### config.mk
export PLATFORM = sky130hd
export DESIGN_NAME = mc_controller_hs
export DESIGN_NICKNAME = d
export VERILOG_FILES = /design/src/rtl/mc_controller_hs.sv
export SDC_FILE = /design/constraint.sdc
export NUM_CORES = 1
export LEC_CHECK = 0
export BUFFER_PORTS_ARGS = -buffer_cell sky130_fd_sc_hd__buf_2
export CAP_MARGIN = 25
export CORE_ASPECT_RATIO = 2
export CORE_MARGIN = 1.5
export CORE_UTILIZATION = 53
export DETAILED_ROUTE_END_ITERATION = 10
export PLACE_DENSITY = 0.81
export SYNTH_ARGS = -nofsm -noshare
export SYNTH_HDL_FRONTEND = slang
export SYNTH_SLANG_ARGS = --single-unit
### constraint.sdc
create_clock -name clk -period 2.6 [get_ports clk]
set_clock_uncertainty 0.05 [all_clocks]
set_input_delay 0.26 -clock clk [delete_from_list [all_inputs] [get_ports clk]]
set_output_delay 0.26 -clock clk [all_outputs]
set_load 0.1 [all_outputs]
### src/rtl/mc_controller_hs.sv
// mc_controller_hs: multicycle RV32I control unit with a memory req/ready handshake,
// a sticky TRAP for illegal encodings, and cycle / retired-instruction counters.
module mc_controller_hs #(
  parameter int CNT_W    = 32,
  parameter bit EN_SHIFT = 1'b1
) (
  input  logic             clk,
  input  logic             rst,
  input  logic             Zero,
  input  logic             SignBit,
  input  logic [6:0]       Op,
  input  logic [2:0]       F3,
  input  logic [6:0]       F7,
  input  logic             mem_ready,
  output logic             MemReq,
  output logic             MemWrite,
  output logic             AdrSrc,
  output logic             IrWrite,
  output logic             RegWrite,
  output logic             PcEn,
  output logic [2:0]       ImmSrc,
  output logic [1:0]       AluSrcA,
  output logic [1:0]       AluSrcB,
  output logic [3:0]       AluCtl,
  output logic [1:0]       ResultSrc,
  output logic [1:0]       RDS,
  output logic             illegal,
  output logic [CNT_W-1:0] cycle_cnt,
  output logic [CNT_W-1:0] instret_cnt
);

  // state   | meaning
  // FETCH   | request instruction, wait for mem_ready, load IR and PC+4
  // DECODE  | classify opcode, precompute branch target into ALUOut
  // EX_R/I  | register / immediate ALU operation
  // EX_L/S  | load / store address calculation
  // EX_B    | compare rs1-rs2, conditionally load branch target into PC
  // EX_J    | OldPC+4 into ALUOut as the link value
  // MEM_L/S | data memory access, held until mem_ready
  // WB_*    | register write-back (WB_J also redirects PC)
  // TRAP    | illegal encoding, sticky until reset
  typedef enum logic [3:0] {
    S_FETCH, S_DECODE, S_EX_R, S_EX_I, S_EX_L, S_EX_S, S_EX_B, S_EX_J,
    S_MEM_L, S_MEM_S, S_WB_R, S_WB_I, S_WB_L, S_WB_U, S_WB_J, S_TRAP
  } state_t;

  localparam logic [6:0] OP_R    = 7'b0110011;
  localparam logic [6:0] OP_I    = 7'b0010011;
  localparam logic [6:0] OP_L    = 7'b0000011;
  localparam logic [6:0] OP_S    = 7'b0100011;
  localparam logic [6:0] OP_B    = 7'b1100011;
  localparam logic [6:0] OP_LUI  = 7'b0110111;
  localparam logic [6:0] OP_JAL  = 7'b1101111;
  localparam logic [6:0] OP_JALR = 7'b1100111;

  localparam logic [3:0] ALU_ADD = 4'd0;
  localparam logic [3:0] ALU_SUB = 4'd1;
  localparam logic [3:0] ALU_AND = 4'd2;
  localparam logic [3:0] ALU_OR  = 4'd3;
  localparam logic [3:0] ALU_XOR = 4'd4;
  localparam logic [3:0] ALU_SLL = 4'd5;
  localparam logic [3:0] ALU_SRL = 4'd6;
  localparam logic [3:0] ALU_SRA = 4'd7;

  state_t           r_state;
  state_t           w_next;
  logic [CNT_W-1:0] r_cycle_cnt;
  logic [CNT_W-1:0] r_instret_cnt;

  logic       w_op_r, w_op_i, w_op_l, w_op_s, w_op_b, w_op_lui, w_op_jal, w_op_jalr;
  logic       w_f7_zero, w_f7_alt, w_slt;
  logic       w_alu_legal, w_br_legal, w_br_take;
  logic [3:0] w_alu_ctl;

  assign w_op_r    = (Op == OP_R);
  assign w_op_i    = (Op == OP_I);
  assign w_op_l    = (Op == OP_L);
  assign w_op_s    = (Op == OP_S);
  assign w_op_b    = (Op == OP_B);
  assign w_op_lui  = (Op == OP_LUI);
  assign w_op_jal  = (Op == OP_JAL);
  assign w_op_jalr = (Op == OP_JALR);
  assign w_f7_zero = (F7 == 7'b0000000);
  assign w_f7_alt  = (F7 == 7'b0100000);
  assign w_slt     = (F3 == 3'b010);

  // Shared R/I-form decode; F7 only qualifies the immediate form for shifts.
  always_comb begin
    w_alu_legal = 1'b0;
    w_alu_ctl   = ALU_ADD;
    case (F3)
      3'b000: begin
        w_alu_legal = w_op_r ? (w_f7_zero | w_f7_alt) : 1'b1;
        w_alu_ctl   = (w_op_r && w_f7_alt) ? ALU_SUB : ALU_ADD;
      end
      3'b010: begin
        w_alu_legal = w_op_r ? w_f7_zero : 1'b1;
        w_alu_ctl   = ALU_SUB;
      end
      3'b100: begin
        w_alu_legal = w_op_r ? w_f7_zero : 1'b1;
        w_alu_ctl   = ALU_XOR;
      end
      3'b110: begin
        w_alu_legal = w_op_r ? w_f7_zero : 1'b1;
        w_alu_ctl   = ALU_OR;
      end
      3'b111: begin
        w_alu_legal = w_op_r ? w_f7_zero : 1'b1;
        w_alu_ctl   = ALU_AND;
      end
      3'b001: begin
        w_alu_legal = EN_SHIFT && w_f7_zero;
        w_alu_ctl   = ALU_SLL;
      end
      3'b101: begin
        w_alu_legal = EN_SHIFT && (w_f7_zero || w_f7_alt);
        w_alu_ctl   = w_f7_alt ? ALU_SRA : ALU_SRL;
      end
      default: begin
        w_alu_legal = 1'b0;
        w_alu_ctl   = ALU_ADD;
      end
    endcase
  end

  always_comb begin
    w_br_legal = 1'b1;
    w_br_take  = 1'b0;
    case (F3)
      3'b000:  w_br_take = Zero;
      3'b001:  w_br_take = ~Zero;
      3'b100:  w_br_take = SignBit;
      3'b101:  w_br_take = ~SignBit;
      default: w_br_legal = 1'b0;
    endcase
  end

  always_comb begin
    w_next = r_state;
    case (r_state)
      S_FETCH:  if (mem_ready) w_next = S_DECODE;
      S_DECODE: begin
        w_next = S_TRAP;
        if (w_op_r && w_alu_legal)          w_next = S_EX_R;
        else if (w_op_i && w_alu_legal)     w_next = S_EX_I;
        else if (w_op_l)                    w_next = S_EX_L;
        else if (w_op_s)                    w_next = S_EX_S;
        else if (w_op_b && w_br_legal)      w_next = S_EX_B;
        else if (w_op_lui)                  w_next = S_WB_U;
        else if (w_op_jal || w_op_jalr)     w_next = S_EX_J;
      end
      S_EX_R:   w_next = S_WB_R;
      S_EX_I:   w_next = S_WB_I;
      S_EX_L:   w_next = S_MEM_L;
      S_EX_S:   w_next = S_MEM_S;
      S_EX_B:   w_next = S_FETCH;
      S_EX_J:   w_next = S_WB_J;
      S_MEM_L:  if (mem_ready) w_next = S_WB_L;
      S_MEM_S:  if (mem_ready) w_next = S_FETCH;
      S_WB_R, S_WB_I, S_WB_L, S_WB_U, S_WB_J: w_next = S_FETCH;
      S_TRAP:   w_next = S_TRAP;
      default:  w_next = S_TRAP;
    endcase
  end

  always_comb begin
    MemReq    = 1'b0;
    MemWrite  = 1'b0;
    AdrSrc    = 1'b0;
    IrWrite   = 1'b0;
    RegWrite  = 1'b0;
    PcEn      = 1'b0;
    ImmSrc    = 3'd0;
    AluSrcA   = 2'd0;
    AluSrcB   = 2'd0;
    AluCtl    = ALU_ADD;
    ResultSrc = 2'd0;
    RDS       = 2'd0;
    illegal   = 1'b0;
    case (r_state)
      S_FETCH: begin
        MemReq    = 1'b1;
        AluSrcB   = 2'd2;
        ResultSrc = 2'd2;
        IrWrite   = mem_ready;
        PcEn      = mem_ready;
      end
      S_DECODE: begin
        AluSrcA = 2'd1;
        AluSrcB = 2'd1;
        ImmSrc  = 3'd2;
      end
      S_EX_R: begin
        AluSrcA = 2'd2;
        AluCtl  = w_alu_ctl;
      end
      S_EX_I: begin
        AluSrcA = 2'd2;
        AluSrcB = 2'd1;
        AluCtl  = w_alu_ctl;
      end
      S_EX_L: begin
        AluSrcA = 2'd2;
        AluSrcB = 2'd1;
      end
      S_EX_S: begin
        AluSrcA = 2'd2;
        AluSrcB = 2'd1;
        ImmSrc  = 3'd1;
      end
      S_EX_B: begin
        AluSrcA = 2'd2;
        AluCtl  = ALU_SUB;
        PcEn    = w_br_take;
      end
      S_EX_J: begin
        AluSrcA = 2'd1;
        AluSrcB = 2'd2;
      end
      S_MEM_L: begin
        MemReq = 1'b1;
        AdrSrc = 1'b1;
      end
      S_MEM_S: begin
        MemReq   = 1'b1;
        AdrSrc   = 1'b1;
        MemWrite = 1'b1;
      end
      S_WB_R, S_WB_I: begin
        RegWrite  = 1'b1;
        ResultSrc = w_slt ? 2'd3 : 2'd0;
      end
      S_WB_L: begin
        RegWrite  = 1'b1;
        ResultSrc = 2'd1;
      end
      S_WB_U: begin
        RegWrite = 1'b1;
        ImmSrc   = 3'd4;
        RDS      = 2'd1;
      end
      S_WB_J: begin
        RegWrite  = 1'b1;
        RDS       = 2'd2;
        ResultSrc = 2'd2;
        PcEn      = 1'b1;
        AluSrcB   = 2'd1;
        AluSrcA   = w_op_jalr ? 2'd2 : 2'd1;
        ImmSrc    = w_op_jalr ? 3'd0 : 3'd3;
      end
      S_TRAP:  illegal = 1'b1;
      default: ;
    endcase
  end

  // An instruction retires on the cycle that hands control back to FETCH.
  always_ff @(posedge clk) begin
    if (!rst) begin
      r_state       <= S_FETCH;
      r_cycle_cnt   <= '0;
      r_instret_cnt <= '0;
    end else begin
      r_state <= w_next;
      if (r_state != S_TRAP)
        r_cycle_cnt <= r_cycle_cnt + CNT_W'(1);
      if (w_next == S_FETCH && r_state != S_FETCH)
        r_instret_cnt <= r_instret_cnt + CNT_W'(1);
    end
  end

  assign cycle_cnt   = r_cycle_cnt;
  assign instret_cnt = r_instret_cnt;

endmodule

# Word-level counts from Yosys, hierarchy flattened
# Index checks and enable logic that the tools add are counted.
[op_classes]
n_addsub = 2
eq_ne = 31
muxes = 35
bitwise = 3
n_reduce_logical = 25
[ops]
columns = ["operator", "n"]
rows = [
  ["32-bit by 1-bit adder with 32-bit output (second input constant)", 2],
  ["4-bit one-hot mux with 11 select lines", 1],
  ["4-bit two-way mux", 10],
  ["4-bit == test (second input constant)", 8],
  ["7-bit by 6-bit == test with 1-bit output (second input constant)", 4],
  ["7-bit == test (second input constant)", 3],
  ["3-bit one-hot mux with 7 select lines", 1],
  ["4-bit by 3-bit == test with 1-bit output (second input constant)", 4],
  ["5-bit OR reduction", 3],
  ["3-bit == test (second input constant)", 4],
  ["2-bit one-hot mux with 3 select lines", 2],
  ["3-bit one-hot mux with 4 select lines", 1],
  ["2-bit OR reduction", 6],
  ["1-bit two-way mux", 11],
  ["4-bit by 2-bit == test with 1-bit output (second input constant)", 2],
  ["4-bit zero test", 2],
  ["1-bit one-hot mux with 4 select lines", 2],
  ["2-bit one-hot mux with 2 select lines", 2],
  ["4-bit one-hot mux with 2 select lines", 1],
  ["4-bit OR reduction", 2],
  ["7-bit by 2-bit == test with 1-bit output (second input constant)", 1],
  ["7-bit by 5-bit == test with 1-bit output (second input constant)", 1],
  ["7-bit zero test", 1],
  ["2-bit two-way mux", 3],
  ["other kinds (13)", 19],
]
[word_totals]
reg_bits = 68
input_bits = 22
wordCells = 99

# Logic depth before layout (Yosys ltp)
# Gate-level depths: netlist of run 1.
[depth]
depth_word = 12
depth_mapped = 9
ltp_nobuf = 7

# Worst setup path after synthesis of run 1
# Ideal clock, no wire load.
[synth_path]
path_kind = "input to output"
startpoint = "in F7[3]"
endpoint = "out AluCtl[0]"
arrival_time_ns = 5.777
setup_slack_ns = -3.487
cell_stages = 4
n_path_buf = 0
path_cell_list = "or4_4 nor3_4 a31oi_1 a2111oi_0"
[synth_via]
elab_chain_cells = 5
elab_cells_between_ends = 6
classes_between = "1 x eq/ne; 4 x mux; 1 x reduce/logical"
[synth_rtl]
columns = ["item", "line", "text"]
rows = [
  ["start, declared", "13", "input logic [6:0] F7,"],
  ["7-bit by 6-bit == test with 1-bit output *", "84", "assign w_f7_alt = (F7 == 7'b0100000);"],
  ["1-bit logical AND", "94", "w_alu_ctl = (w_op_r && w_f7_alt) ? ALU_SUB : ALU_ADD;"],
  ["1-bit two-way mux", "94", ""],
  ["3-bit one-hot mux with 7 select lines *", "91", "case (F3)"],
  ["4-bit one-hot mux with 2 select lines *", "181", "case (r_state)"],
  ["end, declared", "24", "output logic [3:0] AluCtl,"],
]
# Mark *: on every way between the ends. The rest lies on a longest branch, timed or not.

# Worst setup path after layout of run 1
[layout_path]
startpoint = "reg r_instret_cnt[8] (netlist: instret_cnt[8])"
endpoint = "reg r_instret_cnt[31] (netlist: instret_cnt[31])"
[layout_via]
elab_chain_cells = 1
[layout_rtl]
columns = ["item", "line", "text"]
rows = [
  ["start, declared", "68", "logic [CNT_W-1:0] r_instret_cnt;"],
  ["start signal, assigned", "268", "r_instret_cnt <= r_instret_cnt + CNT_W'(1);"],
  ["32-bit by 1-bit adder with 32-bit output", "268", ""],
]
# No other way between the ends.
# A chain may end at the register's enable or synchronous reset.

==> impl_metrics.py, run 1 <==
metrics = {
    "cells_and_area": {
        "antenna_cells": 0,
        "area_delta_synth_final_pct": 29.2,
        "n_fill_cell": 610,
        "drive_above_1_share_pct": 31.7,
        "postLayoutCoreUtil_pct": 70.7,
        "stdcell_count": 697,
        "final_nets": 625,
        "fin_area_um2": 5100,
    },
    "clock_tree": {
        "htree_levels": 3,
        "insertion_delay_ns": 0.34,
        "cts.sink_count": 68,
        "numCtsBuffers": 9,
        "cts-root-buf": "clkbuf_16",
        "cts.clk_slew.worst_paths_ns": 0.06,
        "cts_setup_buffers": 0,
        "cts.path.max_buffers": 2,
        "cts_tree": "built",
    },
    "yosys": {
        "synth-seq-cells": 68,
        "synth_cell_types": 63,
        "yosys.area.top_type": "dfxtp_1",
        "synth_commonest_cells": "dfxtp_1, nor2_1, nand2_1",
        "yosysWarnings": 0,
        "synth_area_leaders": "dfxtp_1, nor2_1, a21oi_1, nand2b_1, nand2_1",
        "syn_nets": 516,
        "yosysMostFrequentCell": "dfxtp_1",
        "synth_cells": 492,
        "synth_edf_count": 0,
        "async_flop_share_pct": 0,
        "synth_seq_area_share_pct": 34.5,
        "synth_flop_cell": "dfxtp_1",
        "syn-cell-area_um2": 3950,
        "synth_top_area_share_pct": 34.5,
        "syn-mean-instance-area_um2": 8.03,
    },
    "critical_path": {
        "start_kind": "register",
        "setup.worst_path.start": "instret_cnt[8]",
        "critPathCapture": "instret_cnt[31]",
        "max_stage_delay_ns": 0.72,
        "r2r-end": "instret_cnt[31]",
        "timing.rr.start": "instret_cnt[8]",
        "crit_path_end_kind": "register",
        "r2r_cells": 6,
        "cp_cell_sequence": "nand4_1, buf_4, nor4_1, nand3_1, nor4b_1, mux2i_1",
        "crit_path_top_delay_cell": "nor4_1",
        "worstPathMaxFanout": 5,
        "worstPathArrival_ns": 2.62,
        "worst-r2r-setup-slack_ns": 0.19,
        "path_class": "register to register",
        "required_ns": 2.81,
    },
    "timing": {
        "setup_ws_ns": 0.194,
        "slew_headroom_pct": 43.3,
        "drv_slew": 0,
        "fmax_ghz": 0.416,
        "post-route-min-period_ns": 2.41,
        "setup_viol": 0,
        "worst_slew_pin_slew_ns": 0.843,
        "hold_violations": 0,
        "rsz0062_at_grt": "no",
        "finalCritPeriodShare_pct": 92.5,
    },
    "outcome": {
        "status": "finished clean",
    },
    "power": {
        "total_leakage_power_nw": 2.09,
        "p_per_area_nw_per_um2": 941,
        "ir_worst_vdd_mv": 0.628,
    },
    "placement": {
        "dp_cells": 682,
        "placed_cell_area_um2": 4760,
        "pre_cts_ws_ns": 0.0858,
        "portBuffers": 106,
        "gp_congestion": 0.841,
        "dp_hpwl_mm": 8.06,
    },
    "drt": {
        "wire_per_inst_um": 16.1,
        "drt_wl_total_mm": 11.2,
        "detail_route.vias_per_cell": 6.09,
        "vias": 4246,
        "drt_iter0_drc": 192,
        "drc_errors": 0,
        "drt_pass1_iterations": 4,
        "ant_nets": 0,
    },
    "global_routing": {
        "track_usage_pct": 28.5,
        "antenna_found_initial": 0,
        "grt_pass1_vias": 4154,
        "grt_max_degree": 37,
        "grt_pass1_wl_mm": 18.6,
        "globalRouteOverflowTotal": 0,
    },
    "floorplanning": {
        "pin_count": 108,
        "die_h_um": 125,
        "start_util_pct": 54.8,
        "core_area_um2": 7210,
        "dieArea_um2": 8010,
        "die_w_um": 64.0,
        "rows": 44,
    },
    "hold_path": {
        "min_path_type": "input port to register",
    },
    "flow_run": {
        "drv_cap": 0,
    },
}
## repair_timing
action / CTS / global route
endpoints found under the setup margin: 0 / 2
hold buffers: 0 / 0
resized for setup: 0 / 1
## critical path, delay by kind of cell, from the launching register on
family / cells / cell delay [ns]
buffers and inverters: 1 / 0.18
DFF: 1 / 0.36
muxes: 1 / 0.22
and+or+nand+nor: 4 / 1.52
## power by group
group | leakage (nW) | internal, W | total [W] | switching [W]
logic | 1.36 | 0.000582 | 0.00230 | 0.00172
clock network | 0.165 | 0.000914 | 0.00136 | 0.000450
registers | 0.560 | 0.00108 | 0.00114 | 0.0000602
total | 2.09 | 0.00257 | 0.00480 | 0.00223
## cell families (layout without fill, tap and decap cells)
family	Yosys count	after routing	share of synthesized area, %
AO/OA/AOI/OAI	118	118	20.4
adder cells (fa/ha/maj)	2	2	0.634
flip-flops	68	68	34.5
buffers and inverters	45	158	4.94
other	1	1	0.0950
AND/OR/NAND/NOR	229	229	32.8
multiplexers	6	6	1.52
XOR/XNOR	23	23	5.10
## cells in the final DEF, fill, tap and decap left out, drive strengths merged, types with 13 or more instances in the layout
| master | count |
|---|---|
| nand4 | 17 |
| nor2 | 45 |
| nand2 | 35 |
| or3 | 15 |
| inv | 13 |
| nand3 | 26 |
| or4 | 17 |
| dfxtp | 68 |
| buf | 130 |
| o31ai | 17 |
| o21ai | 25 |
| nand2b | 24 |
| a21oi | 32 |
| and3 | 13 |
| xor2 | 15 |
## metal layers
layer	vias up	wire [um]	share of wire, %	GRT usage [%]
met5	-	0	0	0
met4	0	460	4.1	17.1
met2	136	6160	55	52.3
met3	37	554	4.9	4.50
li1	2055	-	-	-
met1	2018	4030	36	28.9
## area by class of cell
class / instances / area, um^2 / area share (%)
clock buffer: 12 / 267 / 5.22
clock inverter: 3 / 68.8 / 1.35
inverter: 13 / 48.8 / 0.956
multi-input combinational: 379 / 2460 / 48.3
sequential: 68 / 1390 / 27.2
tap: 92 / 115 / 2.26
timing repair buffer: 130 / 751 / 14.7
## state kept, by name, summed over array words and instances (netlist names)
signal and count:
cycle_cnt 32, instret_cnt 32, r_state 4
## stage by stage
stage / power [W] / hold WS (ns) / setup TNS [ns]
after floorplan: 0.00290 / 0.352 / -0.764
after global placement: 0.00339 / 0.401 / 0
after detailed placement: 0.00344 / 0.408 / 0
after CTS: 0.00480 / 0.218 / 0
after global routing: 0.00498 / 0.265 / 0
final: 0.00480 / 0.226 / 0
## worst min path at each step
| stage | from | end | slack (ns) | depth (start not counted) |
|---|---|---|---|---|
| detailed placement | instret_cnt[18] | instret_cnt[18] | 0.41 | 2 |
| global placement | instret_cnt[18] | instret_cnt[18] | 0.40 | 2 |
| global route | mem_ready | r_state[0] | 0.27 | 3 |
| finish | mem_ready | r_state[0] | 0.23 | 3 |
| floorplan | rst | instret_cnt[16] | 0.35 | 2 |
| CTS | mem_ready | r_state[0] | 0.22 | 3 |
Note: power is estimated with default switching activity, not from simulation.
==> inputs of run 2 (changes only) <==
- RECOVER_POWER: unset -> 50
==> impl_metrics.py, run 2 (synthesis results as in run 1) <==
metrics = {
    "cells_and_area": {
        "final_common_cell": "clkbuf_1",
        "fin_area_um2": 5020,
        "antenna_cells": 0,
        "postLayoutCoreUtil_pct": 69.6,
        "final_cell_mix": "clkbuf_1, dfxtp_1, nor2_1",
        "final_nets": 625,
        "stdcell_count": 697,
        "drive_above_1_share_pct": 21.0,
        "area_delta_synth_final_pct": 27.1,
    },
    "floorplanning": {
        "core_area_um2": 7210,
        "die_h_um": 125,
        "die_w_um": 64.0,
        "rows": 44,
        "pin_count": 108,
        "dieArea_um2": 8010,
        "start_util_pct": 54.8,
    },
    "clock_tree": {
        "htree_levels": 3,
        "holdBufCountCts": 0,
        "cts.sink_count": 68,
        "cts-root-buf": "clkbuf_16",
        "cts_tree": "built",
        "cts.path.max_buffers": 2,
        "numCtsBuffers": 9,
        "insertion_delay_ns": 0.34,
        "cts.clk_slew.worst_paths_ns": 0.05,
    },
    "drt": {
        "drc_errors": 0,
        "wire_per_inst_um": 16.1,
        "vias": 4280,
        "drt_iter0_drc": 200,
        "drt_wl_total_mm": 11.2,
        "detail_route.vias_per_cell": 6.14,
        "drt_pass1_iterations": 7,
        "ant_nets": 0,
    },
    "timing": {
        "drv_slew": 0,
        "post-route-min-period_ns": 2.45,
        "fmax_ghz": 0.408,
        "worst_slew_pin_slew_ns": 1.20,
        "hold_violations": 0,
        "finalCritPeriodShare_pct": 94.2,
        "setup_ws_ns": 0.150,
        "rsz0062_at_grt": "no",
        "whs_ns": 0.231,
        "slew_headroom_pct": 20.1,
        "setup_viol": 0,
    },
    "critical_path": {
        "crit_path_end_kind": "register",
        "setup.worst_path.start": "r_state[3]",
        "start_kind": "register",
        "path_class": "register to register",
        "worstPathArrival_ns": 2.65,
        "required_ns": 2.80,
        "timing.rr.start": "r_state[3]",
        "worstPathMaxFanout": 19,
    },
    "placement": {
        "pre_cts_ws_ns": 0.0858,
        "gp_congestion": 0.841,
        "dp_cells": 682,
        "portBuffers": 106,
        "placed_cell_area_um2": 4760,
        "dp_hpwl_mm": 8.06,
    },
    "power": {
        "p_per_area_nw_per_um2": 957,
        "power.share.clock_pct": 28.5,
        "p_switching_w": 0.00223,
        "ir_worst_vdd_mv": 0.627,
        "p_seq_share_pct": 23.7,
        "total_leakage_power_nw": 1.80,
        "internal_power_w": 0.00257,
        "pwr-share-comb_pct": 47.8,
        "switching_share_pct": 46.6,
    },
    "hold_path": {
        "min_path_type": "input port to register",
        "min_from": "mem_ready",
    },
    "global_routing": {
        "grt_pass1_vias": 4154,
        "globalRouteOverflowTotal": 0,
        "track_usage_pct": 28.5,
        "grt_pass1_wl_mm": 18.6,
        "grt_max_degree": 37,
        "antenna_found_initial": 0,
    },
    "flow_run": {
        "drv_cap": 0,
    },
    "outcome": {
        "status": "finished clean",
    },
}
run 2: changes by cell type in the layout (fill, tap and decap cells not counted):
cell      change
clkbuf_2      +1
clkbuf_1     +65
buf_2        -65
buf_4         -1
run 2: repair_timing:
item                       CTS  global route
setup buffers                0             0
gates resized for setup      0             1
setup endpoints to repair    0             2
run 2: worst max-delay path: stages, from the launching register on:
cell	delay, ns
dfxtp_1	0.55
nand2b_1	0.18
a41oi_1	0.24
a21boi_1	0.19
buf_4	0.17
o2111ai_2	0.12
buf_4	0.22
or4_1	0.49
a21oi_1	0.16
run 2: final timing paths:
kind                      to  slack, ns  cells after the start
min reg2reg  instret_cnt[18]       0.42                      2
max reg2reg  instret_cnt[10]       0.15                      8
max          instret_cnt[10]       0.15                      8
min               r_state[0]       0.23                      3
run 2: through the flow:
step                      TNS (ns)  power (W)
after floorplan             -0.764    0.00290
after global placement           0    0.00339
after detailed placement         0    0.00344
after CTS                        0    0.00480
after global routing             0    0.00497
final                            0    0.00480
run 2: power groups by stage:
stage / registers (W) / clock network [W] / logic, W
6_report: 0.00114 / 0.00137 / 0.00229
5_1_grt: 0.00114 / 0.00141 / 0.00242
4_1_cts: 0.00114 / 0.00137 / 0.00230
3_5_place_dp: 0.00116 / 0 / 0.00228
3_3_place_gp: 0.00116 / 0 / 0.00224
2_1_floorplan: 0.00120 / 0 / 0.00169
run 2: metal layers:
metal	wire length (um)	vias up	GRT usage, %
li1	-	2061	-
met1	3980	2019	28.9
met2	6170	164	52.3
met3	621	36	4.50
met4	464	0	17.1
met5	0	-	0
run 2: final cells by class:
cell class,count,area [um^2]
multi-input combinational,379,2460
fill,640,2190
sequential,68,1390
timing repair buffer,130,667
clock buffer,12,267
tap,92,115
clock inverter,3,68.8
inverter,13,48.8
==> inputs of run 3 (changes only) <==
- ABC_AREA: unset -> 1
- CORE_UTILIZATION: 53 -> 54
==> impl_metrics.py, run 3 <==
metrics = {
    "drt": {
        "detail_route.vias_per_cell": 5.81,
        "vias": 4994,
        "drt_wl_total_mm": 13.9,
        "drt_pass1_iterations": 5,
        "ant_nets": 0,
        "routed.top_layer": "met4",
        "wire_per_inst_um": 16.2,
        "wl_met3_um": 644,
        "wl_met1_mm": 4.69,
        "drc_errors": 0,
        "drt_iter0_drc": 483,
        "route.met2.wl_mm": 7.75,
    },
    "floorplanning": {
        "pin_count": 108,
        "core_area_um2": 7940,
        "start_util_pct": 55.7,
        "rows": 46,
        "die_w_um": 67.0,
        "die_h_um": 131,
        "dieArea_um2": 8770,
    },
    "yosys": {
        "synth_area_leaders": "dfxtp_1, nand2_1, nor2_1, inv_1, nand3_1",
        "synth_cell_types": 46,
        "async_flop_share_pct": 0,
        "syn-cell-area_um2": 4420,
        "synth_seq_area_share_pct": 30.8,
        "synth_flop_cell": "dfxtp_1",
        "syn_nets": 683,
        "yosys.area.top_type": "dfxtp_1",
        "synth_commonest_cells": "nand2_1, nor2_1, inv_1",
        "syn-mean-instance-area_um2": 6.71,
        "synth-seq-cells": 68,
        "yosysMostFrequentCell": "nand2_1",
        "synth_top_area_share_pct": 30.8,
        "synth_cells": 659,
        "synth_edf_count": 0,
        "yosysWarnings": 0,
    },
    "timing": {
        "drv_slew": 0,
        "tns_ns": 0,
        "rsz0062_at_grt": "no",
        "fmax_ghz": 0.427,
        "worst_slew_pin_slew_ns": 1.20,
        "setup_ws_ns": 0.257,
        "finalCritPeriodShare_pct": 90.1,
        "slew_headroom_pct": 20.6,
        "hold_violations": 0,
        "post-route-min-period_ns": 2.34,
        "setup_viol": 0,
    },
    "hold_path": {
        "hold_end": "instret_cnt[1]",
        "min_from": "rst",
        "min_path_type": "input port to register",
        "min_path_cells": 3,
    },
    "global_routing": {
        "antenna_found_initial": 0,
        "globalRouteOverflowTotal": 0,
        "track_usage_pct": 33.9,
        "grt_max_degree": 32,
        "grt_pass1_wl_mm": 22.7,
        "grt_pass1_vias": 4969,
    },
    "power": {
        "ir_worst_vdd_mv": 0.797,
        "total_leakage_power_nw": 2.01,
        "p_per_area_nw_per_um2": 931,
    },
    "critical_path": {
        "start_kind": "register",
        "crit_path_frequent_cell": "inv_1",
        "max_stage_delay_ns": 0.52,
        "worst-r2r-setup-slack_ns": 0.31,
        "r2r_cells": 12,
        "r2r-end": "cycle_cnt[16]",
        "cp_cell_sequence": "inv_1, nor2_1, inv_1, nor2_4, inv_1, o221ai_2, buf_2",
        "crit_path_end_kind": "output port",
        "crit_path_top_delay_cell": "dfxtp_1",
        "path_class": "register to output port",
        "required_ns": 2.29,
        "timing.rr.start": "r_state[1]",
        "worstPathArrival_ns": 2.03,
        "worstPathMaxFanout": 9,
    },
    "clock_tree": {
        "insertion_delay_ns": 0.33,
        "holdBufCountCts": 0,
        "cts_setup_buffers": 0,
        "ctsResizeCount": 0,
        "htree_levels": 3,
        "cts.sink_count": 68,
        "numCtsBuffers": 9,
        "cts.path.max_buffers": 2,
        "cts.clk_slew.worst_paths_ns": 0.06,
        "cts-root-buf": "clkbuf_16",
        "cts_tree": "built",
    },
    "placement": {
        "portBuffers": 106,
        "pre_cts_ws_ns": 0.408,
        "dp_hpwl_mm": 10.5,
        "gp_congestion": 0.960,
    },
    "cells_and_area": {
        "area_delta_synth_final_pct": 18.5,
        "multi_input_area_um2": 2640,
        "antenna_cells": 0,
        "final_common_cell": "nand2_1",
        "final_cell_mix": "nand2_1, nor2_1, inv_1",
        "drive_above_1_share_pct": 14.3,
        "n_fill_cell": 774,
        "ff_latch_area_um2": 1360,
        "final_nets": 783,
    },
    "outcome": {
        "status": "finished clean",
    },
    "flow_run": {
        "drv_cap": 0,
    },
}
[run 3: changes by cell type after synthesis, moves of 15 or more]
cell	change
a21oi_1	+15
inv_1	+56
nand2_1	+77
nand2b_1	-24
nand3_1	+22
nor2_1	+38
nor3_1	+21
o21ai_0	+19
o31ai_1	-17
or3_1	-15
or4_1	-16
[run 3: metal layers]
metal,track usage [%],vias up
li1,-,2393
met4,23.6,0
met3,7.19,66
met5,0,-
met2,63.2,205
met1,31.4,2330
[run 3: worst max path at each step]
stage,startpoint,endpoint,slack (ns),depth (start not counted)
global placement,Op[3],instret_cnt[11],0.45,11
detailed placement,Op[3],instret_cnt[7],0.41,11
CTS,r_state[1],AluSrcA[1],0.22,7
floorplan,r_state[1],AluSrcA[1],-0.04,7
global route,r_state[1],cycle_cnt[31],0.07,13
finish,r_state[1],AluSrcA[1],0.26,7
[run 3: stage by stage]
step	instances	power [W]	utilization (%)	cell area, um^2	hold slack, ns
floorplan	659	0.00319	-	4460	0.524
global placement	844	0.00355	63.3	5030	0.425
detailed placement	844	0.00355	63.3	5030	0.437
CTS	860	0.00488	67.4	5350	0.268
global route	860	0.00506	65.9	5240	0.291
finish	860	0.00487	65.9	5240	0.268
[run 3: kinds of logic after synthesis]
| family | count (synthesis) | share of synthesized area (%) |
|---|---|---|
| other | 1 | 0.0848 |
| xor gates and xnor gates | 39 | 7.73 |
| and+or+nand+nor | 331 | 37.0 |
| adders and majority gates | 2 | 0.566 |
| DFF | 68 | 30.8 |
| buffers and inverters | 102 | 9.65 |
| AOI/OAI and AO/OA | 116 | 14.2 |
[run 3: worst max-delay path: cells and delay by family (launching register included)]
| kind | cells | cell delay, ns |
|---|---|---|
| DFF | 1 | 0.52 |
| AOI/OAI and AO/OA | 1 | 0.15 |
| and+or+nand+nor | 2 | 0.25 |
| buffers and inverters | 4 | 0.78 |
[run 3: report_power, final]
group	internal (W)	leakage, nW	switching, W
clock	0.000844	0.156	0.000486
combinational	0.000358	1.31	0.00204
sequential	0.00108	0.550	0.0000610
total	0.00228	2.01	0.00259
[run 3: layout make-up]
type,count,share of cell area (%)
Timing Repair Buffer,111,9.32
Clock inverter,7,1.89
Tap cell,96,2.29
Multi-Input combinational cell,489,50.3
Inverter,80,5.83
Sequential cell,68,26.0
Clock buffer,9,4.30
